**src/rtl/sip_shift_accumulator_pkg.sv**
```systemverilog
// Shared widths, state encoding and helpers for the SIP shift-accumulator.
package sip_shift_accumulator_pkg;

  localparam int BITS_SIP_DOT_ADDER = 8;
  localparam int BITS_ACC           = 24;
  localparam int BITS_SHIFT         = 4;
  localparam int BITS_NTERM         = 8;
  localparam int MAX_SHIFT          = BITS_ACC - BITS_SIP_DOT_ADDER;

  typedef enum logic {
    IDLE  = 1'b0,
    ACCUM = 1'b1
  } state_e;

  function automatic logic [BITS_NTERM-1:0] sat_inc(input logic [BITS_NTERM-1:0] v);
    return (v == {BITS_NTERM{1'b1}}) ? v : v + 1'b1;
  endfunction

endpackage

```
**src/rtl/sip_shift_term.sv**
```systemverilog
// Weights one adder-tree result by its bit significance: sign-extend, shift, negate.
// The term is one bit wider than the accumulator so that negating the most negative value stays exact.
module sip_shift_term #(
  parameter int BITS_IN    = 8,
  parameter int BITS_ACC   = 24,
  parameter int BITS_SHIFT = 4
) (
  input  logic signed [BITS_IN-1:0]    psum_i,
  input  logic        [BITS_SHIFT-1:0] shift_i,
  input  logic                         neg_i,
  output logic signed [BITS_ACC:0]     term_o,
  output logic                         ovf_o
);
  import sip_shift_accumulator_pkg::*;

  localparam int MAX_SH = BITS_ACC - BITS_IN;

  logic        [31:0]         shift_w;
  logic        [31:0]         shift_eff;
  logic                       clamp;
  logic signed [BITS_ACC-1:0] ext;
  logic signed [BITS_ACC-1:0] shifted;
  logic signed [BITS_ACC:0]   wide;

  always_comb begin
    shift_w   = 32'(shift_i);
    clamp     = shift_w > 32'(MAX_SH);
    shift_eff = clamp ? 32'(MAX_SH) : shift_w;
    ext       = BITS_ACC'(psum_i);
    shifted   = ext << shift_eff;
    wide      = {shifted[BITS_ACC-1], shifted};
    term_o    = neg_i ? -wide : wide;
    // Significant bits lost if shifting back does not recover the operand.
    ovf_o     = clamp | ((shifted >>> shift_eff) != ext);
  end

endmodule

```
**src/rtl/sip_shift_accumulator.sv**
```systemverilog
// Bit-serial partial-sum accumulator with valid/ready on both sides and a
// one-entry result register that can reload in the cycle it drains.
module sip_shift_accumulator #(
  parameter int BITS_IN    = sip_shift_accumulator_pkg::BITS_SIP_DOT_ADDER,
  parameter int BITS_ACC   = sip_shift_accumulator_pkg::BITS_ACC,
  parameter int BITS_SHIFT = sip_shift_accumulator_pkg::BITS_SHIFT
) (
  input  logic                         i_CLK,
  input  logic                         i_RSTn,
  input  logic                         i_clear,
  input  logic                         i_valid,
  output logic                         o_ready,
  input  logic signed [BITS_IN-1:0]    i_psum,
  input  logic        [BITS_SHIFT-1:0] i_shift,
  input  logic                         i_neg,
  input  logic                         i_last,
  output logic                         o_valid,
  input  logic                         i_ready,
  output logic signed [BITS_ACC-1:0]   o_acc,
  output logic                         o_ovf,
  output logic        [7:0]            o_nterm
);
  import sip_shift_accumulator_pkg::*;

  state_e                     state_q, state_d;
  logic signed [BITS_ACC-1:0] acc_q, acc_d;
  logic        [7:0]          cnt_q, cnt_d;
  logic                       ovf_q, ovf_d;
  logic                       valid_q, valid_d;
  logic signed [BITS_ACC-1:0] res_acc_q, res_acc_d;
  logic                       res_ovf_q, res_ovf_d;
  logic        [7:0]          res_n_q, res_n_d;

  logic signed [BITS_ACC:0]   term;
  logic                       term_ovf;
  logic signed [BITS_ACC-1:0] base;
  logic signed [BITS_ACC:0]   sum_w;
  logic                       add_ovf;
  logic                       grp_ovf;
  logic        [7:0]          grp_cnt;
  logic                       accept;

  sip_shift_term #(
    .BITS_IN   (BITS_IN),
    .BITS_ACC  (BITS_ACC),
    .BITS_SHIFT(BITS_SHIFT)
  ) u_term (
    .psum_i (i_psum),
    .shift_i(i_shift),
    .neg_i  (i_neg),
    .term_o (term),
    .ovf_o  (term_ovf)
  );

  assign o_ready = ~valid_q | i_ready;
  assign accept  = i_valid & o_ready;

  always_comb begin
    state_d   = state_q;
    acc_d     = acc_q;
    cnt_d     = cnt_q;
    ovf_d     = ovf_q;
    valid_d   = valid_q;
    res_acc_d = res_acc_q;
    res_ovf_d = res_ovf_q;
    res_n_d   = res_n_q;

    base    = (state_q == ACCUM) ? acc_q : '0;
    // One guard bit: sum outside the accumulator range shows as a top-bit disagreement.
    sum_w   = {base[BITS_ACC-1], base} + term;
    add_ovf = sum_w[BITS_ACC] ^ sum_w[BITS_ACC-1];
    grp_ovf = ((state_q == ACCUM) & ovf_q) | term_ovf | add_ovf;
    grp_cnt = (state_q == ACCUM) ? sat_inc(cnt_q) : 8'd1;

    if (valid_q & i_ready) valid_d = 1'b0;

    if (i_clear) begin
      state_d = IDLE;
      acc_d   = '0;
      cnt_d   = '0;
      ovf_d   = 1'b0;
    end else if (accept) begin
      if (i_last) begin
        res_acc_d = sum_w[BITS_ACC-1:0];
        res_ovf_d = grp_ovf;
        res_n_d   = grp_cnt;
        valid_d   = 1'b1;
        state_d   = IDLE;
        acc_d     = '0;
        cnt_d     = '0;
        ovf_d     = 1'b0;
      end else begin
        state_d = ACCUM;
        acc_d   = sum_w[BITS_ACC-1:0];
        cnt_d   = grp_cnt;
        ovf_d   = grp_ovf;
      end
    end
  end

  always_ff @(posedge i_CLK or negedge i_RSTn) begin
    if (!i_RSTn) begin
      state_q   <= IDLE;
      acc_q     <= '0;
      cnt_q     <= '0;
      ovf_q     <= 1'b0;
      valid_q   <= 1'b0;
      res_acc_q <= '0;
      res_ovf_q <= 1'b0;
      res_n_q   <= '0;
    end else begin
      state_q   <= state_d;
      acc_q     <= acc_d;
      cnt_q     <= cnt_d;
      ovf_q     <= ovf_d;
      valid_q   <= valid_d;
      res_acc_q <= res_acc_d;
      res_ovf_q <= res_ovf_d;
      res_n_q   <= res_n_d;
    end
  end

  assign o_valid = valid_q;
  assign o_acc   = res_acc_q;
  assign o_ovf   = res_ovf_q;
  assign o_nterm = res_n_q;

endmodule
```
**config.mk**
```make
export PLATFORM = sky130hd
export DESIGN_NAME = sip_shift_accumulator
export DESIGN_NICKNAME = d
export VERILOG_FILES = /design/src/rtl/sip_shift_accumulator_pkg.sv /design/src/rtl/sip_shift_term.sv /design/src/rtl/sip_shift_accumulator.sv
export SDC_FILE = /design/constraint.sdc
export NUM_CORES = 1
export LEC_CHECK = 0
export BUFFER_PORTS_ARGS = -buffer_cell sky130_fd_sc_hd__buf_2
export CORE_MARGIN = 2
export CORE_UTILIZATION = 50
export CTS_CLUSTER_DIAMETER = 40
export DETAILED_ROUTE_END_ITERATION = 10
export HOLD_SLACK_MARGIN = 0.12
export PLACE_DENSITY = 0.77
export RECOVER_POWER = 50
export SYNTH_ARGS = -nofsm -noshare
export SYNTH_HDL_FRONTEND = slang
export SYNTH_HIERARCHICAL = 1
export SYNTH_SLANG_ARGS = --single-unit
```
**constraint.sdc**
```tcl
create_clock -name i_CLK -period 3.5 [get_ports i_CLK]
set_input_delay 0.7 -clock i_CLK [delete_from_list [all_inputs] [get_ports i_CLK]]
set_output_delay 0.7 -clock i_CLK [all_outputs]
set_load 0.02 [all_outputs]
```
==> impl_results.rst <==
.. list-table::
   :header-rows: 1

   * - Metric
     - Value
   * - Run status
     - finished with violations
   * - Failing checks
     - max-capacitance violations, max-slew violations, negative setup slack
   * - Insertion delay of the later-clocked pin in the worst-skew pair
     - about 0.36 ns
   * - Antenna fix cells
     - 0
   * - Met2 capacity usage during global routing
     - 0.521
   * - Netlist cell types
     - 75
   * - Worst-case clock buffer depth
     - 2
   * - Instance area after placement
     - 7240 µm²
   * - Beginning of the worst register-to-register path
     - state_q
   * - Root buffer selected by CTS
     - sky130_fd_sc_hd__clkbuf_8
   * - Max FO, Critical Path
     - 5
   * - Proportion of layout cells with a drive suffix above 1
     - 0.431
   * - Floorplan Core Area
     - 10,900 µm²
   * - Vias in the first global route
     - ~5,900
   * - Number of flops mapped to enable cells by yosys
     - 0
   * - All-layer global routing usage
     - 0.294
   * - Lkg Pwr
     - about 3.9 nW
   * - Total Wirelength
     - 18.5 mm
   * - Setup slack of the worst register-to-register path
     - between 0.4 and 0.5 ns
   * - Largest net degree at the start of global routing
     - 35
   * - Setup repair after global routing missed its margin
     - true
   * - Worst clock skew
     - approximately 0.0087 ns
   * - Cell area power density
     - about 340 nW/µm²
   * - Top Usage Layer GRT
     - met2
   * - Post-layout net count
     - roughly 910
   * - Setup TNS after final layout
     - -9.39 ns
   * - Wire length of the first global-routing pass
     - roughly 28 mm
   * - Worst hold path type
     - in2async
   * - Sink Count
     - 68
   * - DRT antenna net count
     - 0
   * - Seq cells post-synth
     - around 70
   * - Most frequent cells in the layout
     - sky130_fd_sc_hd__buf_4 (169), sky130_fd_sc_hd__nand2_1 (98), sky130_fd_sc_hd__dfrtp_1 (68)
   * - Number of buffers added by the clock tree synthesis step
     - 9
   * - Count of mapped cells out of synthesis
     - roughly 670
   * - Worst Hold Slack
     - approximately 0.37 ns
   * - Max Fclk
     - 243 MHz
   * - Data required time of the critical path
     - 3.78 ns
   * - Multi-input combinational cell area
     - around 4300 µm²
   * - Detailed placement HPWL
     - between 10 and 15 mm
   * - Number of detailed-route iterations in the first pass
     - 5
   * - Async set-reset flop share out of synthesis
     - 1.00
   * - Final Hold Viols
     - 0
   * - Arr. time, crit path
     - ~4.4 ns
   * - Max cap viols
     - 1
   * - Total count of max-transition violations in the final report
     - 35
   * - Leading cell type in the layout, fill and taps excluded
     - sky130_fd_sc_hd__buf_4
   * - Worst setup SP type
     - primary input
   * - Post-route standard cell area excluding fillers
     - 8180 µm²
   * - Number of primary I/O pins
     - 54
   * - Die outline area
     - 12,100 µm²
   * - Setup violations, final
     - 26
   * - Number of levels the H-tree was split into
     - 3
   * - TritonCTS clock tree
     - built
   * - Synthesized net count
     - 712
   * - Count of unresolved DRC violations after routing
     - 0
   * - Clock-pin slew on the worst setup and hold paths
     - roughly 0.08 ns
   * - Violation count after the first detailed-route iteration
     - ~420
   * - Effective utilization at floorplan
     - 0.516
   * - Max rail drop VDD
     - just over 0.0003 V
   * - Via density per instance
     - roughly 6
   * - Worst slew margin relative to its limit
     - -0.219
   * - Sequential share of the synthesized area
     - 0.303
   * - Number of antenna violations at the first check in global routing
     - 0
   * - Endpoint type of the worst setup path
     - flop
   * - Filler Cells Inserted
     - around 730
   * - Register-to-Register Path Depth
     - 10
   * - Area added between synthesis and finish
     - 45.5%
   * - Dominant register cell in the synthesized netlist
     - sky130_fd_sc_hd__dfrtp_1
   * - Critical Path Start
     - i_shift[0]
   * - Synth warn
     - 6
   * - FF+latch area
     - between 1500 and 2000 µm²
   * - Final worst-path setup slack
     - -0.622 ns
   * - Number of port buffers
     - 53
   * - Met1 track demand over resource in global routing
     - 0.358
   * - Synthesized cell area
     - between 5000 and 6000 µm²
   * - Critical R2R Capture
     - ovf_q
   * - Transition at the pin with the smallest max-transition slack
     - 1.83 ns
   * - Overall via count from detail_route
     - 6,056
   * - GR Util met3
     - 0.0435
   * - Width of the die
     - 110 µm
   * - Category of the critical setup timing path
     - in2reg
   * - Util after Layout
     - 0.751
   * - Total power
     - 0.00281 W
   * - Die H
     - about 110 µm
   * - Avg Cell Area, Syn
     - around 8.4 µm²
   * - Final weighted congestion in routability-driven placement
     - a little under 1
   * - Total global routing overflow
     - 0
   * - Final period utilization
     - 1.18
   * - Detail-routed net length per standard cell
     - approximately 18 µm
   * - Shortest clock period the worst path allows after layout
     - about 4.1 ns
   * - Number of rows created at floorplan
     - 38
-- through the flow --
stage	std cells	worst slack (ns)
after floorplan	666	-0.850
after global placement	981	-1.09
after detailed placement	981	-1.19
after CTS	1006	-0.527
after global routing	1012	-0.778
final	1012	-0.622
-- flip-flops by register name, summed over array words and instances, names as in the netlist --
signal   cells
acc_q       24
o_acc       24
cnt_q        8
o_ovf        1
state_q      1
o_nterm      8
ovf_q        1
o_valid      1
-- critical path, cell delays in order --
cell                      delay [ns]
sky130_fd_sc_hd__buf_12         0.09
sky130_fd_sc_hd__mux4_2         0.53
sky130_fd_sc_hd__a22oi_2        0.20
sky130_fd_sc_hd__mux2i_1        0.15
sky130_fd_sc_hd__nor3_2         0.24
sky130_fd_sc_hd__buf_4          0.17
sky130_fd_sc_hd__nand4_4        0.13
sky130_fd_sc_hd__buf_6          0.17
sky130_fd_sc_hd__o21ai_4        0.14
sky130_fd_sc_hd__xor2_1         0.19
sky130_fd_sc_hd__ha_2           0.25
sky130_fd_sc_hd__o21ai_1        0.09
sky130_fd_sc_hd__nor2_2         0.23
sky130_fd_sc_hd__nor4_2         0.08
sky130_fd_sc_hd__mux2_4         0.28
sky130_fd_sc_hd__or4_4          0.43
sky130_fd_sc_hd__a21o_1         0.20
sky130_fd_sc_hd__a41oi_2        0.12
-- worst max path at each step --
stage,endpoint,slack [ns],cells after the start
floorplan,o_ovf,-0.85,19
global route,o_ovf,-0.78,18
global placement,o_ovf,-1.09,17
detailed placement,o_ovf,-1.19,17
CTS,o_ovf,-0.53,17
finish,ovf_q,-0.62,18
-- cells by family (layout without fill, tap and decap cells) --
family                   after synthesis  in the layout  share of synthesized area
AND/OR/NAND/NOR                      229            229                      0.201
buffers and inverters                 59            265                     0.0470
multiplexers                          25             25                     0.0534
other                                  1              1                   0.000667
AO/OA/AOI/OAI                        214            214                      0.267
adder cells (fa/ha/maj)               27             27                     0.0614
XOR/XNOR                              43             43                     0.0670
flip-flops                            68             68                      0.303
-- cells in the mapped netlist, types with 3 or more instances --
cell type | number | area (µm²)
sky130_fd_sc_hd__nand2_1 | 104 | 390
sky130_fd_sc_hd__dfrtp_1 | 68 | 1700
sky130_fd_sc_hd__o21ai_0 | 49 | 245
sky130_fd_sc_hd__a21oi_1 | 43 | 215
sky130_fd_sc_hd__nor2_1 | 28 | 105
sky130_fd_sc_hd__xnor2_1 | 28 | 245
sky130_fd_sc_hd__and2_1 | 27 | 169
sky130_fd_sc_hd__clkbuf_1 | 27 | 101
sky130_fd_sc_hd__ha_1 | 26 | 325
sky130_fd_sc_hd__a22o_1 | 22 | 193
sky130_fd_sc_hd__inv_1 | 15 | 56.3
sky130_fd_sc_hd__xor2_1 | 15 | 131
sky130_fd_sc_hd__a21o_1 | 12 | 90.1
sky130_fd_sc_hd__nand2b_1 | 12 | 75.1
sky130_fd_sc_hd__mux2i_1 | 11 | 110
sky130_fd_sc_hd__nand3_1 | 11 | 55.1
sky130_fd_sc_hd__buf_2 | 10 | 50.1
sky130_fd_sc_hd__nor3_1 | 10 | 50.1
sky130_fd_sc_hd__o211ai_1 | 10 | 75.1
sky130_fd_sc_hd__mux2_2 | 9 | 101
sky130_fd_sc_hd__o31ai_1 | 8 | 60.1
sky130_fd_sc_hd__nand4_1 | 7 | 43.8
sky130_fd_sc_hd__o21ai_1 | 7 | 35.0
sky130_fd_sc_hd__a211oi_1 | 6 | 45.0
sky130_fd_sc_hd__a31oi_1 | 6 | 37.5
sky130_fd_sc_hd__nor2b_1 | 6 | 37.5
sky130_fd_sc_hd__and3_1 | 5 | 31.3
sky130_fd_sc_hd__o21a_1 | 4 | 30.0
sky130_fd_sc_hd__o21bai_1 | 4 | 30.0
sky130_fd_sc_hd__a211o_1 | 3 | 26.3
sky130_fd_sc_hd__a21boi_0 | 3 | 22.5
sky130_fd_sc_hd__a221oi_1 | 3 | 26.3
sky130_fd_sc_hd__a41oi_1 | 3 | 26.3
sky130_fd_sc_hd__buf_6 | 3 | 33.8
sky130_fd_sc_hd__nand3b_1 | 3 | 22.5
sky130_fd_sc_hd__o221ai_1 | 3 | 26.3
sky130_fd_sc_hd__or3_1 | 3 | 18.8
-- final cells by class --
cell class / instances / share of cell area
Clock buffer: 9 / 0.0151
Inverter: 16 / 0.00750
Multi-Input combinational cell: 539 / 0.526
Tap cell: 140 / 0.0214
Sequential cell: 68 / 0.208
Clock inverter: 7 / 0.0121
Timing Repair Buffer: 233 / 0.210
-- where the power goes --
part           switching, W  total [W]  internal (W)
logic              0.000634    0.00114      0.000509
clock network      0.000339   0.000743      0.000405
registers         0.0000505   0.000919      0.000868
total               0.00102    0.00281       0.00178
-- what timing repair did --
action,4_1_cts,5_1_grt
pin swaps,22,32
setup buffers,8,6
resized for setup,66,57
setup endpoints to repair,32,32
hold buffers,0,0
cloned,1,0
-- metal layers --
layer	share of wire	wire (µm)	vias up
li1	-	-	2821
met3	0.054	996	42
met5	0	0	-
met2	0.51	9370	226
met4	0.028	522	0
met1	0.41	7640	2967
Power figures use the tool's default switching activity.
